--- src/rtl/hazard_pkg.sv ---
// Shared types and encodings for the multi-cycle hazard controller.
package hazard_pkg;

  typedef enum logic [1:0] {
    StIdle    = 2'd0,
    StMdBusy  = 2'd1,
    StMemWait = 2'd2
  } hz_state_e;

  localparam logic [1:0] RES_LOAD = 2'b01;

  localparam logic [1:0] FWD_RF = 2'b00;
  localparam logic [1:0] FWD_W  = 2'b01;
  localparam logic [1:0] FWD_M  = 2'b10;

endpackage

--- src/rtl/hazard_fwd_sel.sv ---
// E-stage operand forward select for one source register; M beats W, x0 never forwards.
module hazard_fwd_sel
  import hazard_pkg::*;
#(
  parameter int unsigned REG_AW = 5
) (
  input  logic [REG_AW-1:0] rs_i,
  input  logic [REG_AW-1:0] rd_m_i,
  input  logic [REG_AW-1:0] rd_w_i,
  input  logic              reg_write_m_i,
  input  logic              reg_write_w_i,
  output logic [1:0]        sel_o
);

  always_comb begin
    sel_o = FWD_RF;
    if (reg_write_m_i && (rd_m_i != '0) && (rd_m_i == rs_i)) begin
      sel_o = FWD_M;
    end else if (reg_write_w_i && (rd_w_i != '0) && (rd_w_i == rs_i)) begin
      sel_o = FWD_W;
    end
  end

endmodule

--- src/rtl/hazard_unit_mc.sv ---
// Multi-cycle hazard controller: load-use/branch/forwarding plus a mul/div and memory-wait FSM.
// Optional saturating performance counters are built when HAZARD_PERF_EN is defined.
module hazard_unit_mc
  import hazard_pkg::*;
#(
  parameter int unsigned REG_AW      = 5,
  parameter int unsigned MD_LAT      = 4,
  parameter int unsigned MEM_TIMEOUT = 255,
  parameter int unsigned CNT_W       = 32
) (
  input  logic              clk,
  input  logic              rst_n,
  input  logic [REG_AW-1:0] rs1_D,
  input  logic [REG_AW-1:0] rs2_D,
  input  logic [REG_AW-1:0] rs1_E,
  input  logic [REG_AW-1:0] rs2_E,
  input  logic [REG_AW-1:0] rd_E,
  input  logic [REG_AW-1:0] rd_M,
  input  logic [REG_AW-1:0] rd_W,
  input  logic              RegWrite_M,
  input  logic              RegWrite_W,
  input  logic [1:0]        ResultSrc_E,
  input  logic              MulDiv_E,
  input  logic              MemReq_M,
  input  logic              DMemReady,
  input  logic              PCSrc_E,
  output logic              Stall_F,
  output logic              Stall_D,
  output logic              Stall_E,
  output logic              Stall_M,
  output logic              Flush_D,
  output logic              Flush_E,
  output logic              Flush_M,
  output logic              Flush_W,
  output logic [1:0]        Select_A,
  output logic [1:0]        Select_B,
  output logic              Select_C,
  output logic              Select_D,
  output logic              MD_Busy,
  output logic              Mem_Err,
  output logic [CNT_W-1:0]  Stall_Cnt,
  output logic [CNT_W-1:0]  Flush_Cnt
);

  localparam int unsigned MdW  = (MD_LAT > 2) ? $clog2(MD_LAT) : 1;
  localparam int unsigned MemW = ($clog2(MEM_TIMEOUT + 1) > 8) ? $clog2(MEM_TIMEOUT + 1) : 8;
  localparam logic [MdW-1:0]  MdLoad = MdW'(MD_LAT - 2);
  localparam logic [MemW-1:0] MemTo  = MemW'(MEM_TIMEOUT);

  hz_state_e       state_q, state_d;
  logic [MdW-1:0]  md_cnt_q, md_cnt_d;
  logic [MemW-1:0] mem_cnt_q, mem_cnt_d;
  logic            md_busy_q, md_busy_d;
  logic            mem_err_q, mem_err_d;

  logic mem_stall, md_stall, lu_hit, lu_stall, branch;

  always_comb begin
    mem_stall = MemReq_M & ~DMemReady;
    md_stall  = ~mem_stall & (((state_q != StMdBusy) & MulDiv_E) |
                              ((state_q == StMdBusy) & (md_cnt_q != '0)));
    lu_hit    = (ResultSrc_E == RES_LOAD) & (rd_E != '0) & ((rd_E == rs1_D) | (rd_E == rs2_D));
    // A taken branch squashes the dependent instruction, so the load-use bubble is moot.
    lu_stall  = lu_hit & ~PCSrc_E & ~mem_stall & ~md_stall;

    Stall_F = mem_stall | md_stall | lu_stall;
    Stall_D = mem_stall | md_stall | lu_stall;
    Stall_E = mem_stall | md_stall;
    Stall_M = mem_stall;
    branch  = PCSrc_E & ~Stall_E;
    Flush_D = branch;
    Flush_E = branch | lu_stall;
    Flush_M = md_stall;
    Flush_W = mem_stall;
  end

  always_comb begin
    state_d   = state_q;
    md_cnt_d  = md_cnt_q;
    mem_cnt_d = '0;
    unique case (state_q)
      // The release cycle of a memory wait may start a mul/div held in E.
      StIdle, StMemWait: begin
        if (mem_stall) begin
          state_d = StMemWait;
        end else if (MulDiv_E) begin
          state_d  = StMdBusy;
          md_cnt_d = MdLoad;
        end else begin
          state_d = StIdle;
        end
      end
      StMdBusy: begin
        if (!mem_stall) begin
          if (md_cnt_q != '0) md_cnt_d = md_cnt_q - 1'b1;
          else                state_d  = StIdle;
        end
      end
      default: state_d = StIdle;
    endcase

    if ((state_q == StMemWait) && mem_stall) begin
      mem_cnt_d = (mem_cnt_q == MemTo) ? mem_cnt_q : mem_cnt_q + 1'b1;
    end
    mem_err_d = mem_err_q | (mem_cnt_d == MemTo);
    md_busy_d = (state_d == StMdBusy) & (md_cnt_d != '0);
  end

  always_ff @(posedge clk or negedge rst_n) begin
    if (!rst_n) begin
      state_q   <= StIdle;
      md_cnt_q  <= '0;
      mem_cnt_q <= '0;
      md_busy_q <= 1'b0;
      mem_err_q <= 1'b0;
    end else begin
      state_q   <= state_d;
      md_cnt_q  <= md_cnt_d;
      mem_cnt_q <= mem_cnt_d;
      md_busy_q <= md_busy_d;
      mem_err_q <= mem_err_d;
    end
  end

  assign MD_Busy = md_busy_q;
  assign Mem_Err = mem_err_q;

`ifdef HAZARD_PERF_EN
  logic [CNT_W-1:0] stall_cnt_q, stall_cnt_d, flush_cnt_q, flush_cnt_d;

  always_comb begin
    stall_cnt_d = stall_cnt_q;
    flush_cnt_d = flush_cnt_q;
    if (Stall_F && (stall_cnt_q != '1)) stall_cnt_d = stall_cnt_q + 1'b1;
    if (Flush_D && (flush_cnt_q != '1)) flush_cnt_d = flush_cnt_q + 1'b1;
  end

  always_ff @(posedge clk or negedge rst_n) begin
    if (!rst_n) begin
      stall_cnt_q <= '0;
      flush_cnt_q <= '0;
    end else begin
      stall_cnt_q <= stall_cnt_d;
      flush_cnt_q <= flush_cnt_d;
    end
  end

  assign Stall_Cnt = stall_cnt_q;
  assign Flush_Cnt = flush_cnt_q;
`else
  assign Stall_Cnt = '0;
  assign Flush_Cnt = '0;
`endif

  hazard_fwd_sel #(.REG_AW(REG_AW)) u_fwd_a (
    .rs_i          (rs1_E),
    .rd_m_i        (rd_M),
    .rd_w_i        (rd_W),
    .reg_write_m_i (RegWrite_M),
    .reg_write_w_i (RegWrite_W),
    .sel_o         (Select_A)
  );

  hazard_fwd_sel #(.REG_AW(REG_AW)) u_fwd_b (
    .rs_i          (rs2_E),
    .rd_m_i        (rd_M),
    .rd_w_i        (rd_W),
    .reg_write_m_i (RegWrite_M),
    .reg_write_w_i (RegWrite_W),
    .sel_o         (Select_B)
  );

  assign Select_C = RegWrite_W & (rd_W != '0) & (rd_W == rs1_D);
  assign Select_D = RegWrite_W & (rd_W != '0) & (rd_W == rs2_D);

endmodule

--- config.mk ---
export PLATFORM = sky130hd
export DESIGN_NAME = hazard_unit_mc
export DESIGN_NICKNAME = d
export VERILOG_FILES = /design/src/rtl/hazard_pkg.sv /design/src/rtl/hazard_fwd_sel.sv /design/src/rtl/hazard_unit_mc.sv
export SDC_FILE = /design/constraint.sdc
export NUM_CORES = 1
export LEC_CHECK = 0
export CAP_MARGIN = 10
export CELL_PAD_IN_SITES_DETAIL_PLACEMENT = 1
export CELL_PAD_IN_SITES_GLOBAL_PLACEMENT = 1
export CORE_MARGIN = 2
export CORE_UTILIZATION = 24
export CTS_CLUSTER_DIAMETER = 120
export DETAILED_ROUTE_END_ITERATION = 16
export PLACE_DENSITY = 0.83
export SLEW_MARGIN = 30
export SYNTH_ARGS = -nofsm -noshare
export SYNTH_HDL_FRONTEND = slang
export SYNTH_SLANG_ARGS = --single-unit
--- constraint.sdc ---
create_clock -name clk -period 2.2 [get_ports clk]
set_input_delay 0.22 -clock clk [delete_from_list [all_inputs] [get_ports clk]]
set_output_delay 0.22 -clock clk [all_outputs]
set_load 0.1 [all_outputs]
==> impl_metrics.yaml <==
outcome:
  outcome: "finished clean"
clock_network:
  h-tree-depth: 1
  cts_sinks: 14
  clockBufferDepth: 2
  tritoncts: "built"
  cts_hold_buf: 0
  cts_buffers: 3
  clk_pin_slew_ps: 50
  clk_latency_ps: 240
  cts-root-buf: "clkbuf_8"
sta:
  period_minus_slack_ps: 2160
  relSlewSlack_pct: 59.1
  post-route-period-util_pct: 98.1
  rsz0062_at_grt: "yes"
  fin_setup_tns_ps: 0
  skew_ps: 2.56
  hold_violations: 0
  max_freq_mhz: 463
  worst_pin_slew_ps: 612
  worst_hold_slack_ps: 365
  report.final.slew_viol_count: 0
  setup_viol: 0
logic_synthesis:
  netlist_area_um2: 1810
  synthDistinctLibCells: 46
  netlist.area_leader.share_pct: 27.4
  synth_compound_area_share_pct: 10.9
  syn_avg_cell_area_um2: 8.45
  muxShareOfSynthArea_pct: 0
  ys_ff_latch: 14
  synth-edff-count: 0
  yosys_warnings: 0
  synthSimpleGateAreaFrac_pct: 19.7
  yosysTopAreaCell: "buf_4"
  async_reset_ff_share_pct: 100
  synth-xor-area-share_pct: 19.4
  syn_inst: 214
  synth_fa_ha_area_share_pct: 0.692
  synth_flop_cell: "dfrtp_1"
  synth_area_leaders: "buf_4, dfrtp_1, xnor2_1"
  ys_seq_area_share_pct: 19.4
  synth_top_family_by_area: "buffers and inverters"
setup_path:
  crit_fanout: 3
  end_kind: "primary output"
  r2r_setup_slack_ps: 290
  cp.required_ps: 1980
  critPathArrivalTime_ps: 1940
  r2r_cells: 6
  crit_path_start_kind: "input port"
  crit_type: "in -> out"
place:
  place_inst: 381
  dp_hpwl_mm: 4.56
  port_buffers: 60
  gp_congestion: 0.798
final_layout:
  finalNetCount: 338
  layout-drive-gt1-share_pct: 22.8
  final_cell_mix: "conb_1, clkdlybuf4s50_1, buf_4, xnor2_1, xor2_1"
  antennaDiodeCount: 0
  fin_util_pct: 37.1
  final_common_cell: "conb_1"
  areaGrowthSynthToFinish_pct: 49.5
  final_cells: 389
route:
  drt-pass1-iter-count: 3
  postRouteAntennaNets: 0
  wl_per_cell_um: 13.6
  drt_iter0_drc: 11
  vias: 1569
  wirelength_mm: 5.30
  drc_errors: 0
  post_drt_via_cell_ratio: 4.03
die:
  die_height_um: 90.8
  fp-row-count: 31
  io_pins: 125
  start_util_pct: 24.8
  die_x_um: 90.8
  coreArea_um2: 7290
  die_area_um2: 8240
global_route:
  grt_pass1_wl_mm: 7.96
  grt_pass1_vias: 1595
  grt_antenna_before_repair: 0
  overflow: 0
  grt_max_degree: 15
  track_usage_pct: 11.8
pwr:
  ir_drop_mv: 0.381
  power_leakage_nw: 1.19
  powerDensity_nw_per_um2: 778
  p_total_mw: 2.10
min_path:
  min_path_type: "in -> async"
job:
  maxCapViolCount: 0
[worst paths after layout]
path | startpoint | to
max | rd_M[0] | Select_B[1]
min | rst_n | mem_cnt_q[6]
max reg2reg | mem_cnt_q[0] | Mem_Err
min reg2reg | Mem_Err | Mem_Err
max in group asynchronous | rst_n | MD_Busy
min in group clk | Mem_Err | Mem_Err
[Yosys cell counts, types with 3 or more instances]
| master | instances |
|---|---|
| buf_2 | 4 |
| nor3_1 | 5 |
| nor4_1 | 4 |
| buf_4 | 66 |
| or4_1 | 5 |
| nand2_1 | 9 |
| nor2_1 | 7 |
| xor2_1 | 18 |
| o21ai_1 | 3 |
| dfrtp_1 | 14 |
| a21oi_1 | 4 |
| xnor2_1 | 22 |
| inv_1 | 3 |
| nand3_1 | 8 |
[power breakdown]
part | total, mW | switching, mW | internal (mW)
Combinational | 1.58 | 1.12 | 0.453
Clock | 0.200 | 0.0793 | 0.121
Sequential | 0.327 | 0.0312 | 0.296
[critical path: stages]
cell and delay, ps:
clkdlybuf4s50_1 620, xnor2_1 180, nand3_1 150, nor4_4 410, buf_4 190, buf_12 160
[per-stage QoR]
step	setup WS [ps]	cell area (um2)
global placement	-81.5	2580
finish	42.0	2700
global route	-20.3	2700
detailed placement	-171	2580
CTS	3.05	2660
floorplan	-370	2120
[state kept, by name (all words and copies together) (netlist names)]
signal     count
Mem_Err        1
md_cnt_q       2
mem_cnt_q      8
MD_Busy        1
state_q        2
[layer usage]
metal | wire, um | share of wire [%] | global-route usage, %
met5 | 0 | 0 | 0
met4 | 39 | 0.74 | 2.27
met3 | 321 | 6.1 | 2.00
met2 | 2880 | 54 | 23.2
met1 | 2050 | 39 | 13.4
[area by class of cell]
type | count | area, um2
fill | 868 | 4590
multi-input combinational | 187 | 1270
timing repair buffer | 81 | 898
sequential | 14 | 350
tap | 99 | 124
clock buffer | 3 | 41.3
inverter | 5 | 18.8
[logic make-up (layout without fill, tap and decap cells)]
kind of cell / count (synthesis) / count (layout)
other: 1 / 64
and+or+nand+nor: 56 / 56
adders and majority gates: 1 / 1
xor gates and xnor gates: 40 / 40
buffers and inverters: 76 / 89
DFF: 14 / 14
AOI/OAI and AO/OA: 26 / 26
[timing repair]
| action | 4_1_cts | 5_1_grt |
|---|---|---|
| endpoints found under the hold margin | 0 | 0 |
| buffers inserted | 1 | 4 |
| gates cloned | 0 | 0 |
| gates resized for setup | 10 | 6 |
| pin swaps | 8 | 5 |
| setup endpoints to repair | 5 | 7 |
(Power assumes the default switching activity.)
